--- src/rtl/dlatch_array.sv ---
// Multi-channel synchronous storage array replacing the single-bit D latch tile.
// Supports level, rise-capture, fall-capture and toggle modes, with update pulses and a saturating count.
module dlatch_array #(
    parameter int WIDTH       = 4,
    parameter int CHANNELS    = 2,
    parameter int SYNC_STAGES = 2
) (
    input  logic                         clk,
    input  logic                         rst_n,
    input  logic [CHANNELS*WIDTH-1:0]    d,
    input  logic [CHANNELS-1:0]          en,
    input  logic [1:0]                   mode,
    input  logic                         freeze,
    input  logic                         clr,
    output logic [CHANNELS*WIDTH-1:0]    q,
    output logic [CHANNELS-1:0]          upd,
    output logic [7:0]                   upd_count
);

    typedef enum logic [1:0] {
        MODE_LEVEL  = 2'b00,
        MODE_RISE   = 2'b01,
        MODE_FALL   = 2'b10,
        MODE_TOGGLE = 2'b11
    } mode_e;

    logic [CHANNELS*WIDTH-1:0] d_s;
    logic [CHANNELS-1:0]       en_s;

    // Data and enable share one pipeline depth so a channel never sees
    // an enable paired with data from a different cycle.
    generate
        if (SYNC_STAGES == 0) begin : g_no_sync
            assign d_s  = d;
            assign en_s = en;
        end else begin : g_sync
            logic [CHANNELS*WIDTH-1:0] d_pipe  [SYNC_STAGES];
            logic [CHANNELS-1:0]       en_pipe [SYNC_STAGES];

            // NOTE: these are individual flops, not a RAM, so they get the
            // async reset; that is what discards in-flight samples on reset.
            always_ff @(posedge clk or negedge rst_n) begin
                if (!rst_n) begin
                    for (int i = 0; i < SYNC_STAGES; i++) begin
                        d_pipe[i]  <= '0;
                        en_pipe[i] <= '0;
                    end
                end else begin
                    d_pipe[0]  <= d;
                    en_pipe[0] <= en;
                    for (int i = 1; i < SYNC_STAGES; i++) begin
                        d_pipe[i]  <= d_pipe[i-1];
                        en_pipe[i] <= en_pipe[i-1];
                    end
                end
            end

            assign d_s  = d_pipe[SYNC_STAGES-1];
            assign en_s = en_pipe[SYNC_STAGES-1];
        end
    endgenerate

    logic [CHANNELS-1:0]       en_p;
    logic [CHANNELS-1:0]       rise;
    logic [CHANNELS-1:0]       fall;
    logic [CHANNELS*WIDTH-1:0] q_next;
    logic [CHANNELS-1:0]       chg;
    logic [CHANNELS-1:0]       chg_r;
    logic [7:0]                count_next;
    mode_e                     mode_q;

    assign rise   = en_s & ~en_p;
    assign fall   = ~en_s & en_p;
    assign mode_q = mode_e'(mode);

    // NOTE: every output of this block gets a default first, so no path
    // leaves it unassigned and no latch is inferred.
    always_comb begin
        q_next = q;
        for (int c = 0; c < CHANNELS; c++) begin
            if (clr) begin
                q_next[c*WIDTH +: WIDTH] = '0;
            end else if (!freeze) begin
                unique case (mode_q)
                    MODE_LEVEL: begin
                        if (en_s[c]) q_next[c*WIDTH +: WIDTH] = d_s[c*WIDTH +: WIDTH];
                    end
                    MODE_RISE: begin
                        if (rise[c]) q_next[c*WIDTH +: WIDTH] = d_s[c*WIDTH +: WIDTH];
                    end
                    MODE_FALL: begin
                        if (fall[c]) q_next[c*WIDTH +: WIDTH] = d_s[c*WIDTH +: WIDTH];
                    end
                    MODE_TOGGLE: begin
                        if (rise[c]) q_next[c*WIDTH +: WIDTH] = ~q[c*WIDTH +: WIDTH];
                    end
                endcase
            end
        end
    end

    always_comb begin
        chg = '0;
        for (int c = 0; c < CHANNELS; c++) begin
            chg[c] = (q_next[c*WIDTH +: WIDTH] != q[c*WIDTH +: WIDTH]);
        end
    end

    // Count on the edge where q changes, so a clear that empties a
    // nonzero channel still leaves the count at zero.
    always_comb begin
        count_next = upd_count;
        if (clr) begin
            count_next = '0;
        end else if ((|chg) && (upd_count != 8'hFF)) begin
            count_next = upd_count + 8'd1;
        end
    end

    // NOTE: sequential state uses non-blocking assignments so every flop
    // samples the pre-edge values regardless of statement order.
    always_ff @(posedge clk or negedge rst_n) begin
        if (!rst_n) begin
            q         <= '0;
            en_p      <= '0;
            chg_r     <= '0;
            upd       <= '0;
            upd_count <= '0;
        end else begin
            q         <= q_next;
            en_p      <= en_s;
            chg_r     <= chg;
            upd       <= chg_r;
            upd_count <= count_next;
        end
    end

endmodule

--- config.mk ---
export PLATFORM = sky130hd
export DESIGN_NAME = dlatch_array
export DESIGN_NICKNAME = d
export VERILOG_FILES = /design/src/rtl/dlatch_array.sv
export SDC_FILE = /design/constraint.sdc
export NUM_CORES = 1
export LEC_CHECK = 0
export ABC_CLOCK_PERIOD_IN_PS = 5600
export CORE_ASPECT_RATIO = 1.75
export CORE_UTILIZATION = 58
export CTS_CLUSTER_DIAMETER = 120
export DETAILED_ROUTE_END_ITERATION = 8
export GPL_TIMING_DRIVEN = 0
export PLACE_DENSITY = 0.95
export SETUP_SLACK_MARGIN = 0.02
export SYNTH_ARGS = -nofsm -noshare
export SYNTH_HDL_FRONTEND = slang
export SYNTH_SLANG_ARGS = --single-unit
--- constraint.sdc ---
create_clock -name clk -period 5.6 [get_ports clk]
set_input_delay 0.56 -clock clk [delete_from_list [all_inputs] [get_ports clk]]
set_output_delay 0.56 -clock clk [all_outputs]
set_load 0.03 [all_outputs]
# Yosys cells after proc, flatten, opt, wreduce, memory -nomap -nowiden
# Cells that the tools add are included.
# W data, S select, Z words.
op_classes:
  n_addsub: 1
  n_mul: 0
  div_mod_pow: 0
  magnitude_cmp: 0
  eq_ne: 6
  shifts: 0
  mux: 16
  bitwise: 6
  n_reduce_logical: 4
ops:
  columns: ["operator", "n"]
  rows:
  - ["$mux W4", 12]
  - ["$pmux W4 S4", 2]
  - ["$mux W8", 2]
  - ["$add A8 B1 Y8 const B", 1]
  - ["$ne A4 B4 Y1", 2]
  - ["$ne A8 B8 Y1 const B", 1]
  - ["$not A4 Y4", 2]
  - ["$and A2 B2 Y2", 2]
  - ["$eq A2 B2 Y1 const B", 2]
  - ["$not A2 Y2", 2]
  - ["$eq A2 B1 Y1 const B", 1]
  - ["$logic_not A2 Y1", 1]
  - ["$reduce_bool A2 Y1", 1]
  - ["$reduce_or A2 Y1", 1]
  - ["$logic_and A1 B1 Y1", 1]
word_totals:
  register_bits: 42
  latchBits: 0
  mem_bits_rw: 0
  rom_bits: 0
  in_bits: 16
  output_inout_bits: 18
  word_cells: 42
  memories: 0

# Depth between registers and ports, before layout
# Gate-level depths: netlist of run 1.
logic_depth:
  ltp_word: 11
  mapped_depth: 11
  depth_no_buf: 8

# Least setup slack after synthesis of run 1
# Ideal clock, no wire load.
synth_timing:
  path_kind: "input -> register"
  startpoint: "in mode[0]"
  endpoint: "reg upd_count[6]"
  setup_time_ns: 0.087
  t_arrival_ns: 2.541
  t_required_ns: 5.513
  setup_slack_ns: 2.972
  stages: 11
  n_path_buf: 3
  cell_sequence: "buf_6 nand2b_1 buf_2 o32ai_1 a22o_1 nor3_1 o41a_1 nor4_2 buf_4 nor3_1 a211oi_2"
synth_via:
  elab_chain_cells: 8
  word_cells_on_any_way: 15
  classes_between: "eq/ne: 5; mux: 6; reduce/logical: 4"
synth_lines:
  columns: ["element", "line_no", "source"]
  rows:
  - ["from (decl)", "12", "input logic [1:0] mode,"]
  - ["$eq A2 B2 Y1, or another cell as far along", "84", "unique case (mode_q)"]
  - ["$pmux W4 S4", "84", null]
  - ["$mux W4", "83", "end else if (!freeze) begin"]
  - ["$mux W4", "81", "if (clr) begin"]
  - ["$ne A4 B4 Y1", "105", "chg[c] = (q_next[c*WIDTH +: WIDTH] != q[c*WIDTH +: WIDTH]);"]
  - ["$reduce_or A2 Y1 (*)", "115", "end else if ((|chg) && (upd_count != 8'hFF)) begin"]
  - ["$logic_and A1 B1 Y1 (*)", "115", null]
  - ["$reduce_bool A2 Y1 (no line) (*)", null, null]
  - ["to (signal assigned)", "134", "upd_count <= count_next;"]
  - ["to (decl)", "17", "output logic [7:0] upd_count"]
# Mark *: on every way between the ends. The rest lies on a longest branch, timed or not.
# A chain may end at the register's enable or synchronous reset.

# Worst setup path after layout of run 1
layout_timing:
  startpoint: "in mode[1]"
  endpoint: "reg upd_count[5]"
# Same word-level chain as after synthesis.

==> results of run 1 <==
[cell type report]
cell class | instances | area [um^2]
inverter | 8 | 30.03
clock inverter | 2 | 13.76
clock buffer | 6 | 72.57
fill | 297 | 1084
buffer | 22 | 108.9
sequential | 42 | 1051
timing repair buffer | 32 | 315.3
multi-input combinational | 178 | 1131
tap | 48 | 60.06
[sequential cells by signal (all words and copies together), names as in the netlist]
name            cells
en_p                2
upd_count           8
en_s                2
chg_r               2
g_sync.d_pipe       8
g_sync.en_pipe      2
q                   8
d_s                 8
upd                 2
[kinds of logic (layout without fill, tap and decap cells)]
kind of cell,Yosys count,in the layout
fa+ha+maj,1,1
flops,42,42
compound gates,82,82
simple gates,90,90
buf+inv,30,70
mux,5,5
[where the power goes]
part	leakage, nW	switching, mW	internal, mW	total (mW)
logic	0.543	0.102	0.0726	0.175
clock network	0.0452	0.102	0.0879	0.190
registers	0.523	0.0197	0.324	0.344
total	1.11	0.224	0.485	0.709
[worst max path at each step]
stage                                     endpoint  cells past startpoint  slack (ns)
after floorplan           upd_count[6]$_DFFE_PN0P_                     11        2.97
after global placement    upd_count[0]$_DFFE_PN0P_                      9        2.22
after detailed placement  upd_count[6]$_DFFE_PN0P_                     11        2.11
after CTS                 upd_count[5]$_DFFE_PN0P_                     11        2.39
after global routing      upd_count[7]$_DFFE_PN0P_                     11        2.13
final                     upd_count[5]$_DFFE_PN0P_                     11        2.36
[critical path: stages]
cell                              delay [ns]
sky130_fd_sc_hd__clkdlybuf4s50_1        0.63
sky130_fd_sc_hd__buf_6                  0.19
sky130_fd_sc_hd__a21o_1                 0.19
sky130_fd_sc_hd__o22ai_1                0.11
sky130_fd_sc_hd__a211oi_1               0.39
sky130_fd_sc_hd__or3_1                  0.18
sky130_fd_sc_hd__a41oi_2                0.14
sky130_fd_sc_hd__nor4_2                 0.49
sky130_fd_sc_hd__buf_4                  0.26
sky130_fd_sc_hd__o21ai_0                0.13
sky130_fd_sc_hd__a21oi_1                0.18
[layer usage]
layer	vias to the layer above	part of all wire (%)
li1	1004	-
met2	86	55
met1	1046	37
met4	0	4.5
met3	21	3.5
met5	-	0
[synth_stat cells, drive strengths merged, types with 4 or more instances]
cell,count
or3,7
nand2,12
o22ai,10
dfrtp,42
clkbuf,12
inv,8
buf,10
mux2i,4
a21oi,20
o41ai,4
nand2b,8
nor2,25
nand3,5
nor2b,5
a211oi,5
o21ai,9
nor3,7
nand4,4
o32ai,4
[metrics by stage]
stage | setup slack (ns) | total power [mW]
finish | 2.356 | 0.7085
global route | 2.133 | 0.7417
CTS | 2.390 | 0.7137
detailed placement | 2.107 | 0.5217
global placement | 2.221 | 0.5139
floorplan | 2.972 | 0.4557
==> impl_results.rst, run 1 <==
.. list-table::
   :header-rows: 1

   * - Metric
     - Value
   * - Max Root-Sink Buffers
     - 2
   * - I/O Pins
     - 34
   * - Min Hold Slack
     - 0.3503 ns
   * - Library cells used by synthesis
     - 57
   * - Clock Sinks
     - 42
   * - Status
     - completed
   * - RSZ-0062 raised after global routing
     - no
   * - Leakage power summed over all cells
     - between 1 and 1.5 nW
   * - Count of synthesis-stage warnings from yosys
     - 0
   * - Largest net degree at the start of global routing
     - 43
   * - Clock input transition at the sequential cells of the worst setup and hold paths
     - 0.08 ns
   * - Detailed-route vias per instance
     - between 6 and 7
   * - R2R depth
     - 10
   * - Endpoint of the worst register-to-register path
     - upd_count[5]$_DFFE_PN0P_
   * - Mux contribution to synthesized area
     - 2.210%
   * - Post-CTS Setup Bufs
     - 0
   * - Fraction of the yosys area taken by sequential cells
     - between 40% and 50%
   * - H-tree lvl count
     - 2
   * - Remaining number of nets flagged by the antenna check after routing
     - 0
   * - Number of global-route vias before repair
     - 1970
   * - WL/cell
     - 16.88 um
   * - Parity-gate share of the synthesized area counting xor and xnor cells
     - 0%
   * - Ant diodes
     - 0
   * - Cell taking the most area after synthesis
     - sky130_fd_sc_hd__dfrtp_1
   * - Commonest cells after routing, fill and taps aside
     - 42 x sky130_fd_sc_hd__dfrtp_1, 31 x sky130_fd_sc_hd__clkdlybuf4s50_1, 25 x sky130_fd_sc_hd__nor2_1
   * - FP Rows
     - 30
   * - Setup clock skew after layout
     - between 0.006 and 0.007 ns
   * - Share of the synthesized area in compound gates (AO/OA/AOI/OAI)
     - 24.91%
   * - Endpoint required time on the critical path
     - 5.81 ns
   * - Core Footprint
     - 0.003866 mm^2
   * - IR drop worst, VDD
     - ~280 uV
   * - Non-filler instance count after layout
     - ~340
   * - Number of cells traversed by the worst hold path
     - 0
   * - Total of endpoints with negative setup slack in the final report
     - 0
   * - Leading cell type in the layout, fill and taps excluded
     - sky130_fd_sc_hd__dfrtp_1
   * - Global-route usage over all layers
     - ~29%
   * - Reg-to-reg startpoint
     - en_s[1]$_DFF_PN0_
   * - Cell Area, Synth
     - 0.002321 mm^2
   * - Wire length of the first global-routing pass
     - 9108 um
   * - Largest cells by area after synthesis
     - sky130_fd_sc_hd__dfrtp_1 45%, sky130_fd_sc_hd__a21oi_1 4.3%, sky130_fd_sc_hd__nor2_1 4.0%, sky130_fd_sc_hd__o22ai_1 2.7%, sky130_fd_sc_hd__nand2b_1 2.2%
   * - Setup slack of the worst register-to-register path
     - 2.71 ns
   * - Post-route design area
     - 0.002783 mm^2
   * - Die area
     - 0.004269 mm^2
   * - Crit path launch
     - mode[1]
   * - Initial antenna violation count
     - 0
   * - Worst Setup Path Type
     - in2reg
   * - Growth of design area from synthesis to finish
     - 19.89%
   * - Post-Route WL
     - 5705 um
   * - Final #Nets
     - slightly above 300
   * - Post-route core utilization
     - 71.97%
   * - Rel. slew slack
     - 39.70%
   * - Max-cap violations
     - 0
   * - Number of synthesized flops with an enable pin
     - 0
   * - Met2 Usage GRT
     - 51.35%
   * - Post-CTS Hold Buffers
     - 0
   * - Slew at the pin closest to its max-slew limit
     - 0.9046 ns
   * - Hold Fails Final Rpt
     - 0
   * - Most congested layer reported by global routing
     - met2
   * - Final Wtd Congestion
     - 0.9311
   * - Flip-flop cell with the highest count after synthesis
     - sky130_fd_sc_hd__dfrtp_1
   * - Clock Tree Root
     - sky130_fd_sc_hd__clkbuf_8
   * - Data arrival at the endpoint of the critical path
     - between 3 and 4 ns
   * - Largest driver fanout on the critical path
     - 10
   * - Power per cell area
     - 254.6 mW/mm^2
   * - Max frequency
     - between 300 and 400 MHz
   * - Width of the die
     - 49.82 um
   * - Slew Viols, Final
     - 0
   * - CTS tree
     - built
   * - IO Port Bufs
     - 32
   * - DRC errors left
     - 0
   * - Number of buffers inserted during clock tree synthesis
     - 5
   * - Post-cts repair resize count
     - 0
   * - End point of the most critical hold path
     - d_s[5]$_DFF_PN0_
   * - Placed insts
     - 330
   * - Post-route clock period utilization
     - 57.93%
   * - Proportion of synthesized flip-flops having asynchronous set or reset
     - between 90% and 100%
   * - Mean instance size in the synthesized netlist
     - 9.284 um^2
   * - Post-layout minimum cycle time
     - 3.244 ns
   * - Iter 0 DRT Violations
     - approximately 130
   * - Initial Util
     - 60.03%
   * - Largest family of logic cells by synthesized area
     - compound AO/OA/AOI/OAI gates
   * - Number of detailed-route iterations in the first pass
     - 5
   * - Gate Count Post-Synth
     - between 200 and 300
   * - HPWL after detailed placement
     - slightly above 4000 um
   * - Met1 global-route usage
     - between 20% and 30%
   * - Y dimension of the die
     - 85.69 um
   * - Min-Delay Startpoint
     - g_sync.d_pipe[13]$_DFF_PN0_
   * - Cell area after placement
     - approximately 0.0027 mm^2
   * - Type of the most critical hold path
     - reg2reg
   * - Global-route congestion overflow total
     - 0
   * - Clock insertion delay at the later pin of the skew report
     - 0.30 ns
   * - Flop and latch count out of synthesis
     - 42
   * - Crit path launch type
     - primary input
   * - Synthesized net count
     - 267
   * - Met3 Track Usage GR
     - 3.901%
   * - Adder-cell share of the synthesized area
     - 0.5391%
   * - Kind of end point of the critical path
     - flip-flop
   * - Post-synthesis simple-gate area fraction
     - 21.08%
   * - Top cell type's share of synthesized area
     - 45.28%
   * - Sum of negative setup slack
     - 0 ns
   * - Fraction of layout cells with a size suffix above 1
     - 9.310%
   * - Overall via count from detail_route
     - 2157
Note: power is estimated with default switching activity, not from simulation.
==> inputs of run 2 (changes only) <==
--- a/config.mk
+++ b/config.mk
@@ -5,13 +5,13 @@
 export SDC_FILE = /design/constraint.sdc
 export NUM_CORES = 1
 export LEC_CHECK = 0
-export ABC_CLOCK_PERIOD_IN_PS = 5600
+export ABC_CLOCK_PERIOD_IN_PS = 3100
 export CORE_ASPECT_RATIO = 1.75
-export CORE_UTILIZATION = 58
+export CORE_UTILIZATION = 54
 export CTS_CLUSTER_DIAMETER = 120
 export DETAILED_ROUTE_END_ITERATION = 8
 export GPL_TIMING_DRIVEN = 0
-export PLACE_DENSITY = 0.95
+export PLACE_DENSITY = 0.91
 export SETUP_SLACK_MARGIN = 0.02
 export SYNTH_ARGS = -nofsm -noshare
 export SYNTH_HDL_FRONTEND = slang
==> constraint.sdc (replaced) <==
create_clock -name clk -period 3.1 [get_ports clk]
set_input_delay 0.31 -clock clk [delete_from_list [all_inputs] [get_ports clk]]
set_output_delay 0.31 -clock clk [all_outputs]
set_load 0.03 [all_outputs]
==> run 2 against run 1 <==
First-iteration DRC count grew 2.3%. Worst setup slack worse by 2.2 ns. Hold slack got worse by 0.22 ns. Die area grew 7.2%. Critical endpoint unchanged. Largest cell class unchanged. Highest routed layer unchanged.
==> impl_results.rst, run 2 (same netlist as run 1, synthesis figures left out) <==
.. list-table::
   :header-rows: 1

   * - Metric
     - Value
   * - Total of endpoints with negative setup slack in the final report
     - 0
   * - Number of filler instances in the final layout
     - 327
   * - Worst Setup Path Type
     - in2reg
   * - WL/cell
     - roughly 16 um
   * - Growth of design area from synthesis to finish
     - 20.81%
   * - Core Footprint
     - 0.004111 mm^2
   * - Post-route worst setup slack
     - 0.2025 ns
   * - Max Root-Sink Buffers
     - 2
   * - Leakage power summed over all cells
     - 1.117 nW
   * - IR drop worst, VDD
     - 427.3 uV
   * - Hold Fails Final Rpt
     - 0
   * - Initial Util
     - between 50% and 60%
   * - Clock insertion delay at the later pin of the skew report
     - 0.29 ns
   * - Clock Tree Root
     - sky130_fd_sc_hd__clkbuf_8
   * - Post-CTS Hold Buffers
     - 0
   * - Type of the most critical hold path
     - in2async
   * - Setup slack of the worst register-to-register path
     - approximately 0.35 ns
   * - Slew at the pin closest to its max-slew limit
     - 0.8643 ns
   * - Detailed-route vias per instance
     - between 6 and 7
   * - Commonest cells after routing, fill and taps aside
     - 42 x sky130_fd_sc_hd__dfrtp_1, 31 x sky130_fd_sc_hd__clkdlybuf4s50_1, 25 x sky130_fd_sc_hd__nor2_1
   * - Max frequency
     - 345.1 MHz
   * - I/O Pins
     - 34
   * - Rel. slew slack
     - around 42%
   * - Crit path launch type
     - primary input
   * - Non-filler instance count after layout
     - between 300 and 400
   * - Ant diodes
     - 0
   * - H-tree lvl count
     - 2
   * - Post-cts repair resize count
     - 0
   * - Post-route clock period utilization
     - 93.47%
   * - Post-layout minimum cycle time
     - 2.898 ns
   * - Reg-to-reg startpoint
     - en_s[1]$_DFF_PN0_
   * - Die area
     - between 0.004 and 0.005 mm^2
   * - Iter 0 DRT Violations
     - 132
   * - Post-CTS Setup Bufs
     - 0
   * - Leading cell type in the layout, fill and taps excluded
     - sky130_fd_sc_hd__dfrtp_1
   * - CTS tree
     - built
   * - Area of the multi-input gates
     - 0.001146 mm^2
   * - Kind of end point of the critical path
     - flip-flop
   * - Number of detailed-route iterations in the first pass
     - 4
   * - Endpoint of the worst register-to-register path
     - upd_count[6]$_DFFE_PN0P_
   * - R2R depth
     - 10
   * - Largest net degree at the start of global routing
     - 43
   * - Width of the die
     - 51.56 um
   * - Flip-flop and latch area
     - about 0.0011 mm^2
   * - Wire length of the first global-routing pass
     - 9108 um
   * - Largest driver fanout on the critical path
     - 10
   * - Post-Place Worst Slack
     - -0.06615 ns
   * - Slew Viols, Final
     - 0
   * - IO Port Bufs
     - 32
   * - Final Wtd Congestion
     - around 0.89
   * - HPWL after detailed placement
     - 3942 um
   * - Fraction of layout cells with a size suffix above 1
     - 9.655%
   * - Clock Sinks
     - 42
   * - Final #Nets
     - 306
   * - Initial antenna violation count
     - 0
   * - RSZ-0062 raised after global routing
     - no
   * - Power per cell area
     - ~460 mW/mm^2
   * - Remaining number of nets flagged by the antenna check after routing
     - 0
   * - Status
     - completed
   * - Global-route usage over all layers
     - a little over a quarter
   * - Number of buffers inserted during clock tree synthesis
     - 5
   * - Overall via count from detail_route
     - 2153
   * - Global-route congestion overflow total
     - 0
   * - Post-route core utilization
     - 68.20%
   * - Setup clock skew after layout
     - between 0.006 and 0.007 ns
   * - Max-cap violations
     - 0
   * - Endpoint required time on the critical path
     - 3.31 ns
   * - Clock input transition at the sequential cells of the worst setup and hold paths
     - ~0.080 ns
   * - Post-Route WL
     - 5507 um
   * - FP Rows
     - 31
   * - Data arrival at the endpoint of the critical path
     - approximately 3.1 ns
   * - Y dimension of the die
     - slightly below 90 um
   * - Number of global-route vias before repair
     - 1998
   * - DRC errors left
     - 0
   * - Placed insts
     - 331
[run 2: changes by cell type in the layout (fill, tap and decap cells not counted), sizes merged]
cell / before / now
clkbuf: 18 / 19
clkinv: 2 / 1
[run 2: area by class of cell]
cell class	count	share of cell area [%]
Buffer	22	3.882
Clock buffer	7	3.079
Clock inverter	1	0.1785
Inverter	8	1.071
Multi-Input combinational cell	178	40.87
Sequential cell	42	37.48
Tap cell	49	2.187
Timing Repair Buffer	32	11.24
[run 2: per-stage QoR]
step	power (mW)	hold WS [ns]	cell area (um^2)	setup TNS (ns)
3_3_place_gp	0.9306	0.3312	2703	-0.1168
5_1_grt	1.360	0.2072	2804	0
4_1_cts	1.299	0.1531	2789	0
2_1_floorplan	0.8232	0.01441	2321	0
6_report	1.296	0.1290	2804	0
3_5_place_dp	0.9381	0.3362	2698	-0.2806
[run 2: worst max-delay path by stage]
stage | startpoint | end | slack (ns) | cells after the start
2_1_floorplan | q[7]$_DFF_PN0_ | upd_count[7]$_DFFE_PN0P_ | 0.57 | 9
3_3_place_gp | mode[1] | upd_count[0]$_DFFE_PN0P_ | -0.05 | 10
3_5_place_dp | mode[1] | upd_count[6]$_DFFE_PN0P_ | -0.07 | 11
4_1_cts | mode[1] | upd_count[6]$_DFFE_PN0P_ | 0.23 | 11
5_1_grt | mode[1] | upd_count[6]$_DFFE_PN0P_ | 0.06 | 11
6_report | mode[1] | upd_count[5]$_DFFE_PN0P_ | 0.20 | 11
[run 2: critical path: stages]
cell	delay (ns)
sky130_fd_sc_hd__clkdlybuf4s50_1	0.57
sky130_fd_sc_hd__buf_6	0.23
sky130_fd_sc_hd__and3b_1	0.22
sky130_fd_sc_hd__a211oi_1	0.23
sky130_fd_sc_hd__o211ai_1	0.16
sky130_fd_sc_hd__or3_1	0.35
sky130_fd_sc_hd__a31oi_2	0.28
sky130_fd_sc_hd__nor4_4	0.07
sky130_fd_sc_hd__buf_4	0.18
sky130_fd_sc_hd__or3_1	0.34
sky130_fd_sc_hd__a21oi_1	0.15
[run 2: layer usage]
metal	vias to the layer above	GRT usage [%]	wire length (um)
met5	-	0	0
met4	0	17.20	236
met3	25	3.436	226
met2	86	45.10	2954
met1	1032	31.94	2089
li1	1010	-	-
[run 2: power breakdown]
group / internal, mW / total, mW / switching [mW]
logic: 0.133 / 0.319 / 0.186
registers: 0.586 / 0.620 / 0.0340
clock network: 0.180 / 0.357 / 0.177
total: 0.899 / 1.30 / 0.397
